--- src/rtl/uart_tx_frame_ctrl.sv ---
// uart_tx_frame_ctrl
//   UART transmit frame controller: host handshake, bit timer, serializer,
//   optional parity generator and one/two stop bits in a single FSM.
//
//   Build option: define UART_TX_FRAME_CTRL_PARITY_EN to build the PARITY
//   state and parity generator. Without it par_en/par_odd are ignored and
//   every frame goes straight from DATA to STOP.
//
//   Parameters
//     DATA_WIDTH   payload bits per frame (5..9)
//     CLKS_PER_BIT clock cycles per serial bit (>= 1)
//   Ports
//     clk, rst     clock, synchronous active-high reset
//     p_data       payload, latched on acceptance
//     data_valid   host has a frame to send
//     par_en       append parity bit (latched on acceptance)
//     par_odd      0 = even, 1 = odd parity (latched on acceptance)
//     stop2        0 = one stop bit, 1 = two (latched on acceptance)
//     data_ready   frame can be accepted this cycle
//     tx_out       serial line, idle high (registered)
//     busy         frame in progress (registered)
//     frame_done   one-cycle pulse after the final stop bit (registered)
module uart_tx_frame_ctrl #(
    parameter int unsigned DATA_WIDTH   = 8,
    parameter int unsigned CLKS_PER_BIT = 16
) (
    input  logic                  clk,
    input  logic                  rst,
    input  logic [DATA_WIDTH-1:0] p_data,
    input  logic                  data_valid,
    input  logic                  par_en,
    input  logic                  par_odd,
    input  logic                  stop2,
    output logic                  data_ready,
    output logic                  tx_out,
    output logic                  busy,
    output logic                  frame_done
);

    localparam int unsigned TW = $clog2(CLKS_PER_BIT + 1);
    localparam int unsigned BW = $clog2(DATA_WIDTH + 1);
    localparam logic [TW-1:0] TIMER_LAST = TW'(CLKS_PER_BIT - 1);
    localparam logic [BW-1:0] DATA_LAST  = BW'(DATA_WIDTH - 1);

    typedef enum logic [2:0] {
        S_IDLE   = 3'd0,
        S_START  = 3'd1,
        S_DATA   = 3'd2,
`ifdef UART_TX_FRAME_CTRL_PARITY_EN
        S_PARITY = 3'd3,
`endif
        S_STOP   = 3'd4
    } state_t;

    state_t                state_q;
    logic [TW-1:0]         timer_q;
    logic [TW-1:0]         timer_d;
    logic [BW-1:0]         bit_cnt_q;   // data bit index in DATA, stop bit index in STOP
    logic [DATA_WIDTH-1:0] shift_q;
    logic                  stop2_q;
    logic                  tx_q;
    logic                  busy_q;
    logic                  done_q;
`ifdef UART_TX_FRAME_CTRL_PARITY_EN
    logic                  par_en_q;
    logic                  par_bit_q;
`else
    logic                  unused_par;
    assign unused_par = par_en ^ par_odd;
`endif

    logic bit_last;
    logic stop_last;
    logic ready;
    logic accept;

    assign bit_last  = (timer_q == TIMER_LAST);
    assign stop_last = stop2_q ? (bit_cnt_q == BW'(1)) : 1'b1;
    assign ready     = !rst && ((state_q == S_IDLE) ||
                                ((state_q == S_STOP) && bit_last && stop_last));
    assign accept    = data_valid && ready;

    // Timer restarts on every bit boundary, which covers every state entry.
    always_comb begin
        timer_d = timer_q + TW'(1);
        if (state_q == S_IDLE || bit_last) begin
            timer_d = '0;
        end
    end

    always_ff @(posedge clk) begin
        if (rst) begin
            state_q   <= S_IDLE;
            timer_q   <= '0;
            bit_cnt_q <= '0;
            shift_q   <= '0;
            stop2_q   <= 1'b0;
            tx_q      <= 1'b1;
            busy_q    <= 1'b0;
            done_q    <= 1'b0;
`ifdef UART_TX_FRAME_CTRL_PARITY_EN
            par_en_q  <= 1'b0;
            par_bit_q <= 1'b0;
`endif
        end else begin
            timer_q <= timer_d;
            done_q  <= 1'b0;

            // Acceptance only happens in IDLE or the last STOP cycle, where
            // nothing else touches the frame registers.
            if (accept) begin
                shift_q   <= p_data;
                stop2_q   <= stop2;
`ifdef UART_TX_FRAME_CTRL_PARITY_EN
                par_en_q  <= par_en;
                par_bit_q <= (^p_data) ^ par_odd;
`endif
            end

            case (state_q)
                S_IDLE: begin
                    tx_q   <= 1'b1;
                    busy_q <= 1'b0;
                    if (accept) begin
                        state_q <= S_START;
                        tx_q    <= 1'b0;
                        busy_q  <= 1'b1;
                    end
                end
                S_START: begin
                    if (bit_last) begin
                        state_q   <= S_DATA;
                        bit_cnt_q <= '0;
                        tx_q      <= shift_q[0];
                        shift_q   <= shift_q >> 1;
                    end
                end
                S_DATA: begin
                    if (bit_last) begin
                        if (bit_cnt_q == DATA_LAST) begin
                            bit_cnt_q <= '0;
                            state_q   <= S_STOP;
                            tx_q      <= 1'b1;
`ifdef UART_TX_FRAME_CTRL_PARITY_EN
                            if (par_en_q) begin
                                state_q <= S_PARITY;
                                tx_q    <= par_bit_q;
                            end
`endif
                        end else begin
                            bit_cnt_q <= bit_cnt_q + BW'(1);
                            tx_q      <= shift_q[0];
                            shift_q   <= shift_q >> 1;
                        end
                    end
                end
`ifdef UART_TX_FRAME_CTRL_PARITY_EN
                S_PARITY: begin
                    if (bit_last) begin
                        state_q   <= S_STOP;
                        bit_cnt_q <= '0;
                        tx_q      <= 1'b1;
                    end
                end
`endif
                S_STOP: begin
                    if (bit_last) begin
                        if (stop_last) begin
                            done_q    <= 1'b1;
                            bit_cnt_q <= '0;
                            if (accept) begin
                                state_q <= S_START;
                                tx_q    <= 1'b0;
                            end else begin
                                state_q <= S_IDLE;
                                tx_q    <= 1'b1;
                                busy_q  <= 1'b0;
                            end
                        end else begin
                            bit_cnt_q <= bit_cnt_q + BW'(1);
                        end
                    end
                end
                default: begin
                    state_q   <= S_IDLE;
                    bit_cnt_q <= '0;
                    tx_q      <= 1'b1;
                    busy_q    <= 1'b0;
                end
            endcase
        end
    end

    assign data_ready = ready;
    assign tx_out     = tx_q;
    assign busy       = busy_q;
    assign frame_done = done_q;

endmodule
--- config.mk ---
export PLATFORM = sky130hd
export DESIGN_NAME = uart_tx_frame_ctrl
export DESIGN_NICKNAME = d
export VERILOG_FILES = /design/src/rtl/uart_tx_frame_ctrl.sv
export SDC_FILE = /design/constraint.sdc
export NUM_CORES = 1
export LEC_CHECK = 0
export ABC_AREA = 0
export BUFFER_PORTS_ARGS = -buffer_cell sky130_fd_sc_hd__buf_2
export CAP_MARGIN = 30
export CORE_MARGIN = 2
export CORE_UTILIZATION = 39
export CTS_CLUSTER_SIZE = 12
export DETAILED_ROUTE_END_ITERATION = 16
export REMOVE_ABC_BUFFERS = 1
export SLEW_MARGIN = 5
export SYNTH_ARGS = -nofsm -noshare
export SYNTH_HDL_FRONTEND = slang
export SYNTH_SLANG_ARGS = --single-unit
--- constraint.sdc ---
create_clock -name clk -period 2 [get_ports clk]
set_input_delay 0.3 -clock clk [delete_from_list [all_inputs] [get_ports clk]]
set_output_delay 0.3 -clock clk [all_outputs]
set_load 0.01 [all_outputs]
# After elaboration in Yosys (flattened, before gate mapping)
# Index checks and enable logic that the tools add are counted.
dict set report classes {
  n_addsub 2
  n_eq_ne 13
  muxes 33
  n_bitwise 4
  n_reduce_logical 15
}
# operator n
set ops {}
lappend ops {{$mux 8} 4}
lappend ops {{$mux 4} 5}
lappend ops {{$mux 3} 6}
lappend ops {{$pmux 4 s4} 1}
lappend ops {{$pmux 8 s2} 1}
lappend ops {{$ne 2x2->1 const B} 7}
lappend ops {{$mux 1} 13}
lappend ops {{$pmux 3 s4} 1}
lappend ops {{$reduce_and 4->1} 3}
lappend ops {{$reduce_and 6->1} 1}
lappend ops {{$add 5x1->5 const B} 1}
lappend ops {{$eq 5x4->1 const B} 1}
lappend ops {{$add 4x1->4 const B} 1}
lappend ops {{$eq 4x1->1 const B} 1}
lappend ops {{$eq 4x3->1 const B} 1}
lappend ops {{$logic_and 1x1->1} 4}
lappend ops {{$not 1->1} 4}
lappend ops {{$pmux 1 s4} 1}
lappend ops {{$reduce_or 2->1} 2}
lappend ops {{$eq 3x1->1 const B} 1}
lappend ops {{$eq 3x2->1 const B} 1}
lappend ops {{$eq 3x3->1 const B} 1}
lappend ops {{$logic_not 3->1} 1}
lappend ops {{$pmux 1 s3} 1}
lappend ops {{3 further kinds} 4}
dict set report totals {
  register_bits 24
  wordCells 75
}

# Longest topological paths before layout
# Gate-level depths: netlist of run 1.
dict set report depth {
  ltp_word 10
  mapped_depth 9
  mapped_depth_nobuf 7
}

# Worst setup path before layout of run 1
# OpenSTA, ideal clock, no wires.
dict set report synth_path {
  kind {reg2reg}
  start {reg timer_q[0]}
  end {reg shift_q[5]}
  setup_time_ns 0.086
  arrival_ns 1.861
  required_ns 1.914
  setup_slack_ns 0.054
  path_stages_with_launch 9
  path_cell_list {dfxtp_1 ha_1 and3_1 ha_1 nor4bb_2 o311a_1 buf_6 mux2i_1 a211oi_1}
}
dict set report synth_via {
  elab_chain_cells 10
  word_cells_on_any_way 11
}
# item line
set synth_rtl {}
lappend synth_rtl {{start: declaration} 56} ;# logic [TW-1:0] timer_q;
lappend synth_rtl {{start signal: assignment} 106} ;# timer_q <= timer_d;
lappend synth_rtl {{$eq 5x4->1 (*)} 77} ;# assign bit_last = (timer_q == TIMER_LAST);
lappend synth_rtl {{$logic_and 1x1->1 (2 in a row)} 80} ;# ((state_q == S_STOP) && bit_last && stop_last));
lappend synth_rtl {{$logic_or 1x1->1} 79} ;# assign ready = !rst && ((state_q == S_IDLE) ||
lappend synth_rtl {{$logic_and 1x1->1} 79}
lappend synth_rtl {{$logic_and 1x1->1} 81} ;# assign accept = data_valid && ready;
lappend synth_rtl {{$mux 8} 111} ;# if (accept) begin
lappend synth_rtl {{$mux 8} 140} ;# if (bit_cnt_q == DATA_LAST) begin
lappend synth_rtl {{$mux 8} 139} ;# if (bit_last) begin
lappend synth_rtl {{$pmux 8 s2 (*)} 120} ;# case (state_q)
lappend synth_rtl {{end signal: assignment} 112} ;# shift_q <= p_data;
lappend synth_rtl {{end signal: assignment} 135} ;# shift_q <= shift_q >> 1;
lappend synth_rtl {{end signal: assignment} 153} ;# shift_q <= shift_q >> 1;
lappend synth_rtl {{end: declaration} 59} ;# logic [DATA_WIDTH-1:0] shift_q;
# Every way passes the cells marked *; elsewhere a longest branch is shown, timed or not.
# A chain may end at the register's enable or synchronous reset.

# Worst setup path in the final report of run 1
dict set report layout_path {
  start {reg timer_q[1]}
  end {out data_ready}
}
dict set report layout_via {
  elab_chain_cells 5
}
# item line
set layout_rtl {}
lappend layout_rtl {{$eq 5x4->1} 77}
lappend layout_rtl {{$logic_and 1x1->1 (2 in a row)} 80}
lappend layout_rtl {{$logic_or 1x1->1} 79}
lappend layout_rtl {{$logic_and 1x1->1} 79}
lappend layout_rtl {{end: declaration} 34} ;# output logic data_ready,
# No other way between the ends.

==> results of run 1 <==
[repair_timing]
item                       CTS  global route
pin swaps                    2             9
setup buffers                1             2
setup endpoints to repair   10            10
resized for setup            8             5
[per-stage QoR]
stage | instances | setup TNS, ns | hold WS, ns
6_report | 207 | -0.0525 | 0.218
5_1_grt | 207 | -0.500 | 0.247
3_3_place_gp | 201 | -0.168 | 0.483
4_1_cts | 206 | -0.136 | 0.215
2_1_floorplan | 132 | -1.86 | 0.369
3_5_place_dp | 201 | -0.553 | 0.494
[final cells by class]
cell class / count / share of cell area, %
timing repair buffer: 27 / 11.9
clock inverter: 1 / 1.88
multi-input combinational: 101 / 49.4
inverter: 7 / 1.65
clock buffer: 3 / 1.41
tap: 44 / 3.45
sequential: 24 / 30.3
[worst reg2reg max path, stage by stage (launching register included)]
cell and delay [ns]:
dfxtp_2 0.37, ha_4 0.15, and3_4 0.18, ha_4 0.16, nor4bb_4 0.15, o311a_1 0.39, buf_12 0.17, mux2i_1 0.13
a211oi_2 0.21
[per-layer routing]
metal / vias to the layer above / share of wire (%) / routed length, microns
met5: - / 0 / 0
met4: 0 / 1.3 / 34
met3: 4 / 2.2 / 58
met2: 13 / 46 / 1230
met1: 497 / 51 / 1360
li1: 553 / - / -
[report_power, final]
group          total (uW)  internal (uW)  switching (uW)
combinational         100           53.4            46.9
sequential            511            494            17.1
clock                 358            203             155
[sequential cells by signal, indices dropped and copies added (netlist names)]
register / count
bit_cnt_q: 4
timer_q: 5
shift_q: 8
tx_out: 1
state_q: 3
busy: 1
frame_done: 1
stop2_q: 1
[how the worst max path moves through the flow]
stage / slack, ns / from / endpoint / depth (start not counted)
global route: -0.17 / timer_q[1]$_SDFF_PP0_ / data_ready / 7
detailed placement: -0.09 / timer_q[0]$_SDFF_PP0_ / shift_q[0]$_SDFF_PP0_ / 8
CTS: -0.14 / timer_q[0]$_SDFF_PP0_ / data_ready / 8
finish: -0.05 / timer_q[1]$_SDFF_PP0_ / data_ready / 7
global placement: -0.04 / timer_q[0]$_SDFF_PP0_ / shift_q[6]$_SDFF_PP0_ / 8
floorplan: -0.21 / timer_q[0]$_SDFF_PP0_ / shift_q[0]$_SDFF_PP0_ / 7
[cell families after synthesis]
kind of cell / after synthesis / share of synthesized area, %
adders and majority gates: 4 / 3.93
AOI/OAI and AO/OA: 31 / 19.2
buffers and inverters: 15 / 5.70
and+or+nand+nor: 55 / 25.1
xor gates and xnor gates: 2 / 1.38
DFF: 24 / 37.7
muxes: 9 / 7.07
[placed cells by master (no fill, tap or decap), types with 3 or more instances in the layout]
master and count:
buf_2 15, nand2b_1 4, nand2_1 3, mux2i_1 9
inv_1 7, a21oi_1 3, buf_4 10, a211oi_1 7
clkbuf_4 3, dfxtp_1 22, nor2b_1 6, a22oi_1 4
nor2_1 20, nand3_1 3, nor3_1 3
==> reports/metrics.cfg, run 1 <==
[floorplan]
coreArea_sq_um=3080
die_y_microns=61.2
start_util_pct=41.4
die_area_sq_um=3740
fp.dieW_microns=61.2
boundaryPins=18
rows=20

[global_routing]
grt_pass1_wl_microns=4620
track_usage_pct=16.5
grt_max_degree=20
use_met1_pct=22.2
grt_pass1_vias=1046
grt-ovfl-total=0
antenna_found_initial=0
grt_use_met3_pct=2.52
top_usage_layer=met2
use_met2_pct=27.1

[yosys]
synth_top_area_share_pct=37.7
synth_most_common_cell=dfxtp_1
syn_area_per_cell_sq_um=9.10
synth-seq-cells=24
yosys.cell_types.count=45
synth_area_sq_um=1270
synth_cells=140
ys_seq_area_share_pct=37.7
synth_common_cells=dfxtp_1 (24), nor2_1 (20), a211oi_1 (9), mux2i_1 (9), inv_1 (7)
synth_edf_count=0
yosys_warnings=0
async_flop_share_pct=0
ys.flop_type=dfxtp_1
ys_top_cells_by_area=dfxtp_1 (38%), mux2i_1 (7.1%), nor2_1 (5.9%)
yosys.area.top_type=dfxtp_1

[routing]
wl_per_cell_microns=13.0
vias=1067
first_iter_violations=70
first_pass_iters=4
viasPerCell=5.15
drc_errors=0
routed_wl_microns=2690
ant_nets=0

[clock_tree]
cts_tree=yes
cts_buffer_depth=2
clkLatencyLatePin_ns=0.33
root_buffer=clkbuf_4
cts.sinks=24
path_clk_slew_ns=0.14
numCtsBuffers=3
htree_levels=1
hold_buffers=0

[worst_hold_path]
whs_path_depth=3
hp-start=stop2
min_to=stop2_q$_SDFFE_PP0N_
hp-class=input pin to register

[setup_path]
worstReg2RegEnd=shift_q[3]$_SDFF_PP0_
r2r_setup_slack_ns=0.03
worstPathArrival_ns=1.75
crit_type=register to output port
max_stage_delay_ns=0.37
crit_path_start_kind=register
crit_buf_inv=1
path_cells=ha_4 > and3_4 > ha_4 > nor4bb_4 > nor3_2 > nor2b_1 > buf_2
r2r_cells=8
cpLargestDelayFamily=simple AND/OR/NAND/NOR gates
worstPathMaxFanout=4
critical_path_required_ns=1.70
cp_slowest_cell=dfxtp_2
rr_startpoint=timer_q[1]$_SDFF_PP0_
critical_path.most_common_cell=ha_4
cp-end-kind=output port

[finish]
nets=182
seqCellArea_sq_um=483
nFillCells=293
multiInputGateArea_sq_um=787
postLayoutCoreUtil_pct=51.8
area_growth_pct=25.1
finalInstanceArea_sq_um=1590
drive_gt1_share_pct=29.4
diodes=0

[placed_design]
pre_cts_slack_ns=-0.0924
place_area_sq_um=1460
io_buffers=15
gp_congestion=0.816
hpwl_microns=1880

[timing]
hold_viol_final=0
skew_ns=0.0137
max_freq_ghz=0.487
layout_min_cycle_time_ns=2.05
finalWorstSetupSlack_ns=-0.0525
rsz0062_at_grt=yes
fin_crit_sh_pct=103
worst_pin_slew_ns=0.567
slew_violations=0
setup_viol=1
slew_headroom_pct=62.1

[power_and_ir_drop]
finalPower_uw=969
peakVddDrop_mv=0.250
powerDensity_nw_per_um2=608
p_leak_uw=0.000597

[status]
status=complete, but fails checks
violations=setup timing

[flow_run]
maxCapViolCount=0

Power figures use the tool's default switching activity.
==> run 2: changes to the inputs <==
--- a/config.mk
+++ b/config.mk
@@ -6,6 +6,7 @@
 export NUM_CORES = 1
 export LEC_CHECK = 0
 export ABC_AREA = 0
+export ABC_CLOCK_PERIOD_IN_PS = 2000
 export BUFFER_PORTS_ARGS = -buffer_cell sky130_fd_sc_hd__buf_2
 export CAP_MARGIN = 30
 export CORE_MARGIN = 2
@@ -13,6 +14,7 @@
 export CTS_CLUSTER_SIZE = 12
 export DETAILED_ROUTE_END_ITERATION = 16
 export REMOVE_ABC_BUFFERS = 1
+export SKIP_LAST_GASP = 1
 export SLEW_MARGIN = 5
 export SYNTH_ARGS = -nofsm -noshare
 export SYNTH_HDL_FRONTEND = slang
==> reports/metrics.cfg, run 2 (synthesis results as in run 1) <==
[global_routing]
track_usage_pct=16.5  ; unchanged
grt-ovfl-total=0  ; unchanged
grt_pass1_wl_microns=4620  ; unchanged
grt_pass1_vias=1046  ; unchanged
antenna_found_initial=0  ; unchanged
grt_max_degree=20  ; unchanged

[setup_path]
critical_path_required_ns=1.70  ; about the same
crit_buf_inv=1  ; unchanged
worstPathArrival_ns=1.76  ; was 1.75 ns
crit_path_start_kind=register  ; unchanged
max_stage_delay_ns=0.37  ; about the same
crit_type=register to output port  ; unchanged
cp_slowest_cell=dfxtp_2  ; unchanged
cp-end-kind=output port  ; unchanged
critical_path.most_common_cell=ha_4  ; unchanged
cpLargestDelayFamily=simple AND/OR/NAND/NOR gates  ; unchanged
worstPathMaxFanout=4  ; unchanged
path_cells=ha_4 > and3_4 > ha_4 > nor4bb_4 > nor3_2 > nor2b_1 > buf_2  ; unchanged

[placed_design]
gp_congestion=0.816  ; unchanged
io_buffers=15  ; unchanged
pre_cts_slack_ns=-0.0924  ; unchanged
place_area_sq_um=1460  ; unchanged
hpwl_microns=1880  ; unchanged

[status]
status=complete, but fails checks  ; unchanged
violations=setup timing  ; unchanged

[finish]
final_cell_mix=dfxtp_1 (22), nor2_1 (20), buf_2 (15)  ; unchanged
area_growth_pct=25.1  ; unchanged
diodes=0  ; unchanged
finalInstanceArea_sq_um=1590  ; unchanged
postLayoutCoreUtil_pct=51.8  ; unchanged
reg.largest.list=shift_q (8), timer_q (5), bit_cnt_q (4)  ; unchanged
nets=182  ; unchanged
final_common_cell=dfxtp_1  ; unchanged
largest_register_ffs=8  ; unchanged
drive_gt1_share_pct=29.4  ; unchanged
regMostFlops=shift_q  ; unchanged

[floorplan]
die_y_microns=61.2  ; unchanged
die_area_sq_um=3740  ; unchanged
boundaryPins=18  ; unchanged
rows=20  ; unchanged
coreArea_sq_um=3080  ; unchanged
fp.dieW_microns=61.2  ; unchanged
start_util_pct=41.4  ; unchanged

[clock_tree]
root_buffer=clkbuf_4  ; unchanged
cts.sinks=24  ; unchanged
cts_buffer_depth=2  ; unchanged
hold_buffers=0  ; unchanged
numCtsBuffers=3  ; unchanged
clkLatencyLatePin_ns=0.33  ; about the same
htree_levels=1  ; unchanged
path_clk_slew_ns=0.15  ; was 0.14 ns
cts_tree=yes  ; unchanged

[timing]
layout_min_cycle_time_ns=2.06  ; was 2.05 ns
setup_viol=1  ; unchanged
hold_viol_final=0  ; unchanged
slew_violations=0  ; unchanged
worst_pin_slew_ns=0.568  ; was 0.567 ns
skew_ns=0.0138  ; was 0.0137 ns
rsz0062_at_grt=yes  ; unchanged
finalWorstSetupSlack_ns=-0.0565  ; was -0.0525 ns
fin_crit_sh_pct=103  ; about the same
max_freq_ghz=0.486  ; was 0.487 GHz
slew_headroom_pct=62.1  ; about the same

[routing]
viasPerCell=5.14  ; was 5.15
drc_errors=0  ; unchanged
routed_wl_microns=2700  ; was 2690 microns
first_iter_violations=65  ; was 70
first_pass_iters=3  ; was 4
wl_per_cell_microns=13.1  ; was 13.0 microns
vias=1065  ; was 1067
ant_nets=0  ; unchanged

[flow_run]
maxCapViolCount=0  ; unchanged

[power_and_ir_drop]
powerDensity_nw_per_um2=608  ; about the same
peakVddDrop_mv=0.250  ; unchanged
p_leak_uw=0.000597  ; unchanged

[worst_hold_path]
hp-class=input pin to register  ; unchanged

==> run 2: cell counts in the layout (fill, tap and decap cells not counted) <==
No cell type changed its count.
==> run 2: repair_timing <==
item	4_1_cts	5_1_grt
setup buffers	1	2
endpoints found under the setup margin	10	10
pin swaps	2	9
resized for setup	8	5
hold endpoints to repair	0	0
==> run 2: final timing paths <==
path	startpoint	to	slack [ns]	depth (start not counted)
setup / recovery	timer_q[1]$_SDFF_PP0_	data_ready	-0.06	7
setup reg to reg	timer_q[1]$_SDFF_PP0_	shift_q[3]$_SDFF_PP0_	0.03	8
hold / removal	stop2	stop2_q$_SDFFE_PP0N_	0.22	3
hold reg to reg	shift_q[7]$_SDFF_PP0_	shift_q[6]$_SDFF_PP0_	0.51	2
==> run 2: report_power, final <==
| part | internal, uW | switching (uW) |
|---|---|---|
| logic | 53.5 | 46.8 |
| registers | 494 | 17.1 |
| clock network | 203 | 155 |
==> run 2: layout make-up <==
cell class,instances,area [sq um]
inverter,7,26.3
sequential,24,483
clock inverter,1,30.0
fill,293,1480
clock buffer,3,22.5
multi-input combinational,101,787
timing repair buffer,27,190
tap,44,55.1
==> run 2: tightest hold or removal path, stage by stage <==
cell and delay [ns]:
buf_2 0.08, mux2i_1 0.06, nor2_1 0.08
==> run 2: layer usage <==
| metal | up-vias | global-route usage [%] | part of all wire (%) |
|---|---|---|---|
| met5 | - | 0 | 0 |
| met3 | 4 | 2.52 | 1.9 |
| met1 | 499 | 22.2 | 51 |
| li1 | 553 | - | - |
| met4 | 0 | 5.59 | 1.3 |
| met2 | 9 | 27.1 | 46 |
==> run 2: per-stage QoR <==
| stage | setup TNS [ns] | hold WS (ns) | instances | total power (uW) |
|---|---|---|---|---|
| after floorplan | -1.86 | 0.369 | 132 | 568 |
| after global placement | -0.168 | 0.483 | 201 | 610 |
| after detailed placement | -0.553 | 0.494 | 201 | 614 |
| after CTS | -0.136 | 0.215 | 206 | 969 |
| after global routing | -0.500 | 0.247 | 207 | 1020 |
| final | -0.0565 | 0.218 | 207 | 969 |
==> run 3: changes to the inputs <==
--- a/config.mk
+++ b/config.mk
@@ -8,11 +8,12 @@
 export ABC_AREA = 0
 export ABC_CLOCK_PERIOD_IN_PS = 2000
 export BUFFER_PORTS_ARGS = -buffer_cell sky130_fd_sc_hd__buf_2
-export CAP_MARGIN = 30
+export CAP_MARGIN = 20
 export CORE_MARGIN = 2
-export CORE_UTILIZATION = 39
+export CORE_UTILIZATION = 50
 export CTS_CLUSTER_SIZE = 12
 export DETAILED_ROUTE_END_ITERATION = 16
+export PLACE_DENSITY = 0.74
 export REMOVE_ABC_BUFFERS = 1
 export SKIP_LAST_GASP = 1
 export SLEW_MARGIN = 5
==> reports/metrics.cfg, run 3 (synthesis results as in run 1) <==
[timing]
hold_viol_final=0  ; unchanged
max_freq_ghz=0.484  ; was 0.486 GHz
fin_crit_sh_pct=103  ; about the same
setup_viol=11  ; was 1
finalWorstSetupSlack_ns=-0.0682  ; was -0.0565 ns
tns_ns=-0.503  ; was -0.0565 ns
layout_min_cycle_time_ns=2.07  ; was 2.06 ns
rsz0062_at_grt=yes  ; unchanged
worst_pin_slew_ns=0.514  ; was 0.568 ns
slew_violations=0  ; unchanged
skew_ns=0.00220  ; was 0.0138 ns
slew_headroom_pct=65.7  ; was 62.1%

[placed_design]
io_buffers=15  ; unchanged
gp_congestion=0.779  ; was 0.816
hpwl_microns=1820  ; was 1880 microns

[finish]
multiInputGateArea_sq_um=782  ; was 787 sq um
final_cell_mix=dfxtp_1 (22), nor2_1 (20), buf_2 (15)  ; unchanged
reg.largest.list=shift_q (8), timer_q (5), bit_cnt_q (4)  ; unchanged
drive_gt1_share_pct=27.8  ; was 29.4%
largest_register_ffs=8  ; unchanged
nFillCells=215  ; was 293
regMostFlops=shift_q  ; unchanged
seqCellArea_sq_um=483  ; unchanged
diodes=0  ; unchanged
area_growth_pct=24.2  ; was 25.1%
nets=181  ; was 182
final_common_cell=dfxtp_1  ; unchanged
postLayoutCoreUtil_pct=64.4  ; was 51.8%

[floorplan]
start_util_pct=51.9  ; was 41.4%
rows=18  ; was 20
boundaryPins=18  ; unchanged
die_y_microns=54.5  ; was 61.2 microns
coreArea_sq_um=2450  ; was 3080 sq um
die_area_sq_um=2970  ; was 3740 sq um
fp.dieW_microns=54.5  ; was 61.2 microns

[routing]
routed_wl_microns=2760  ; was 2700 microns
ant_nets=0  ; unchanged
first_pass_iters=4  ; was 3
viasPerCell=5.79  ; was 5.14
first_iter_violations=8  ; was 65
drc_errors=0  ; unchanged
vias=1112  ; was 1065
wl_per_cell_microns=14.3  ; was 13.1 microns

[setup_path]
rr_startpoint=timer_q[0]$_SDFF_PP0_  ; was timer_q[1]$_SDFF_PP0_
worstPathArrival_ns=1.77  ; was 1.76 ns
crit_start=timer_q[0]$_SDFF_PP0_  ; was timer_q[1]$_SDFF_PP0_
crit_path_start_kind=register  ; unchanged
critical_path_required_ns=1.70  ; about the same
crit_type=register to output port  ; unchanged
worstPathMaxFanout=4  ; unchanged
r2r_cells=9  ; was 8
cp-end-kind=output port  ; unchanged

[clock_tree]
cts_buffer_depth=2  ; unchanged
cts.sinks=24  ; unchanged
path_clk_slew_ns=0.13  ; was 0.15 ns
hold_buffers=0  ; unchanged
htree_levels=1  ; unchanged
root_buffer=clkbuf_4  ; unchanged
cts_tree=yes  ; unchanged
numCtsBuffers=3  ; unchanged
clkLatencyLatePin_ns=0.32  ; was 0.33 ns

[power_and_ir_drop]
peakVddDrop_mv=0.560  ; was 0.250 mV
p_leak_uw=0.000597  ; about the same
powerDensity_nw_per_um2=609  ; was 608 nW/um^2

[flow_run]
maxCapViolCount=0  ; unchanged

[worst_hold_path]
whs_path_depth=3  ; unchanged
hp-start=stop2  ; unchanged
hp-class=input pin to register  ; unchanged

[global_routing]
grt_pass1_wl_microns=4440  ; was 4620 microns
grt_max_degree=21  ; was 20
grt_pass1_vias=996  ; was 1046
track_usage_pct=20.6  ; was 16.5%
antenna_found_initial=0  ; unchanged
grt-ovfl-total=0  ; unchanged

[status]
status=complete, but fails checks  ; unchanged
violations=setup timing  ; unchanged

-- run 3: routing by layer --
metal,vias up,track usage (%),routed length (microns)
li1,554,-,-
met3,4,4.92,85
met1,534,25.5,1210
met2,20,36.3,1420
met5,-,0,0
met4,0,3.75,36
-- run 3: final cells by class --
type	count	area share [%]
timing repair buffer	26	12.7
multi-input combinational	101	49.4
clock buffer	3	1.42
sequential	24	30.5
inverter	7	1.66
clock inverter	1	1.90
tap	30	2.37
-- run 3: critical path, stage by stage, from the launching register on --
cell	delay, ns
dfxtp_2	0.38
ha_4	0.13
and3_4	0.19
ha_4	0.15
nor4bb_4	0.25
nor3_2	0.09
nor2b_1	0.12
buf_2	0.14
-- run 3: stage by stage --
step | hold WS, ns | total power, uW | setup slack (ns) | cell area [sq um] | instances
4_1_cts | 0.219 | 965 | -0.0968 | 1520 | 189
6_report | 0.226 | 964 | -0.0682 | 1580 | 192
2_1_floorplan | 0.369 | 568 | -0.211 | 1230 | 132
5_1_grt | 0.229 | 1010 | -0.164 | 1580 | 192
3_5_place_dp | 0.487 | 608 | -0.0996 | 1430 | 185
3_3_place_gp | 0.484 | 604 | -0.0253 | 1430 | 185
-- run 3: timing repair --
item                                   CTS  global route
resized for setup                        9             3
setup endpoints to repair               11             9
endpoints found under the hold margin    0             0
pin swaps                                3             8
setup buffers                            1             2
gates cloned                             0             1
-- run 3: report_power, final --
part           total (uW)  switching (uW)  leakage, uW  internal [uW]
combinational        99.0            44.8     0.000373           54.3
sequential            510            15.8     0.000196            494
clock                 355             152    0.0000279            203
-- run 3: worst paths after layout --
kind	to	slack, ns
max	data_ready	-0.07
min	stop2_q$_SDFFE_PP0N_	0.23
min reg2reg	shift_q[5]$_SDFF_PP0_	0.52
max reg2reg	shift_q[4]$_SDFF_PP0_	-0.07
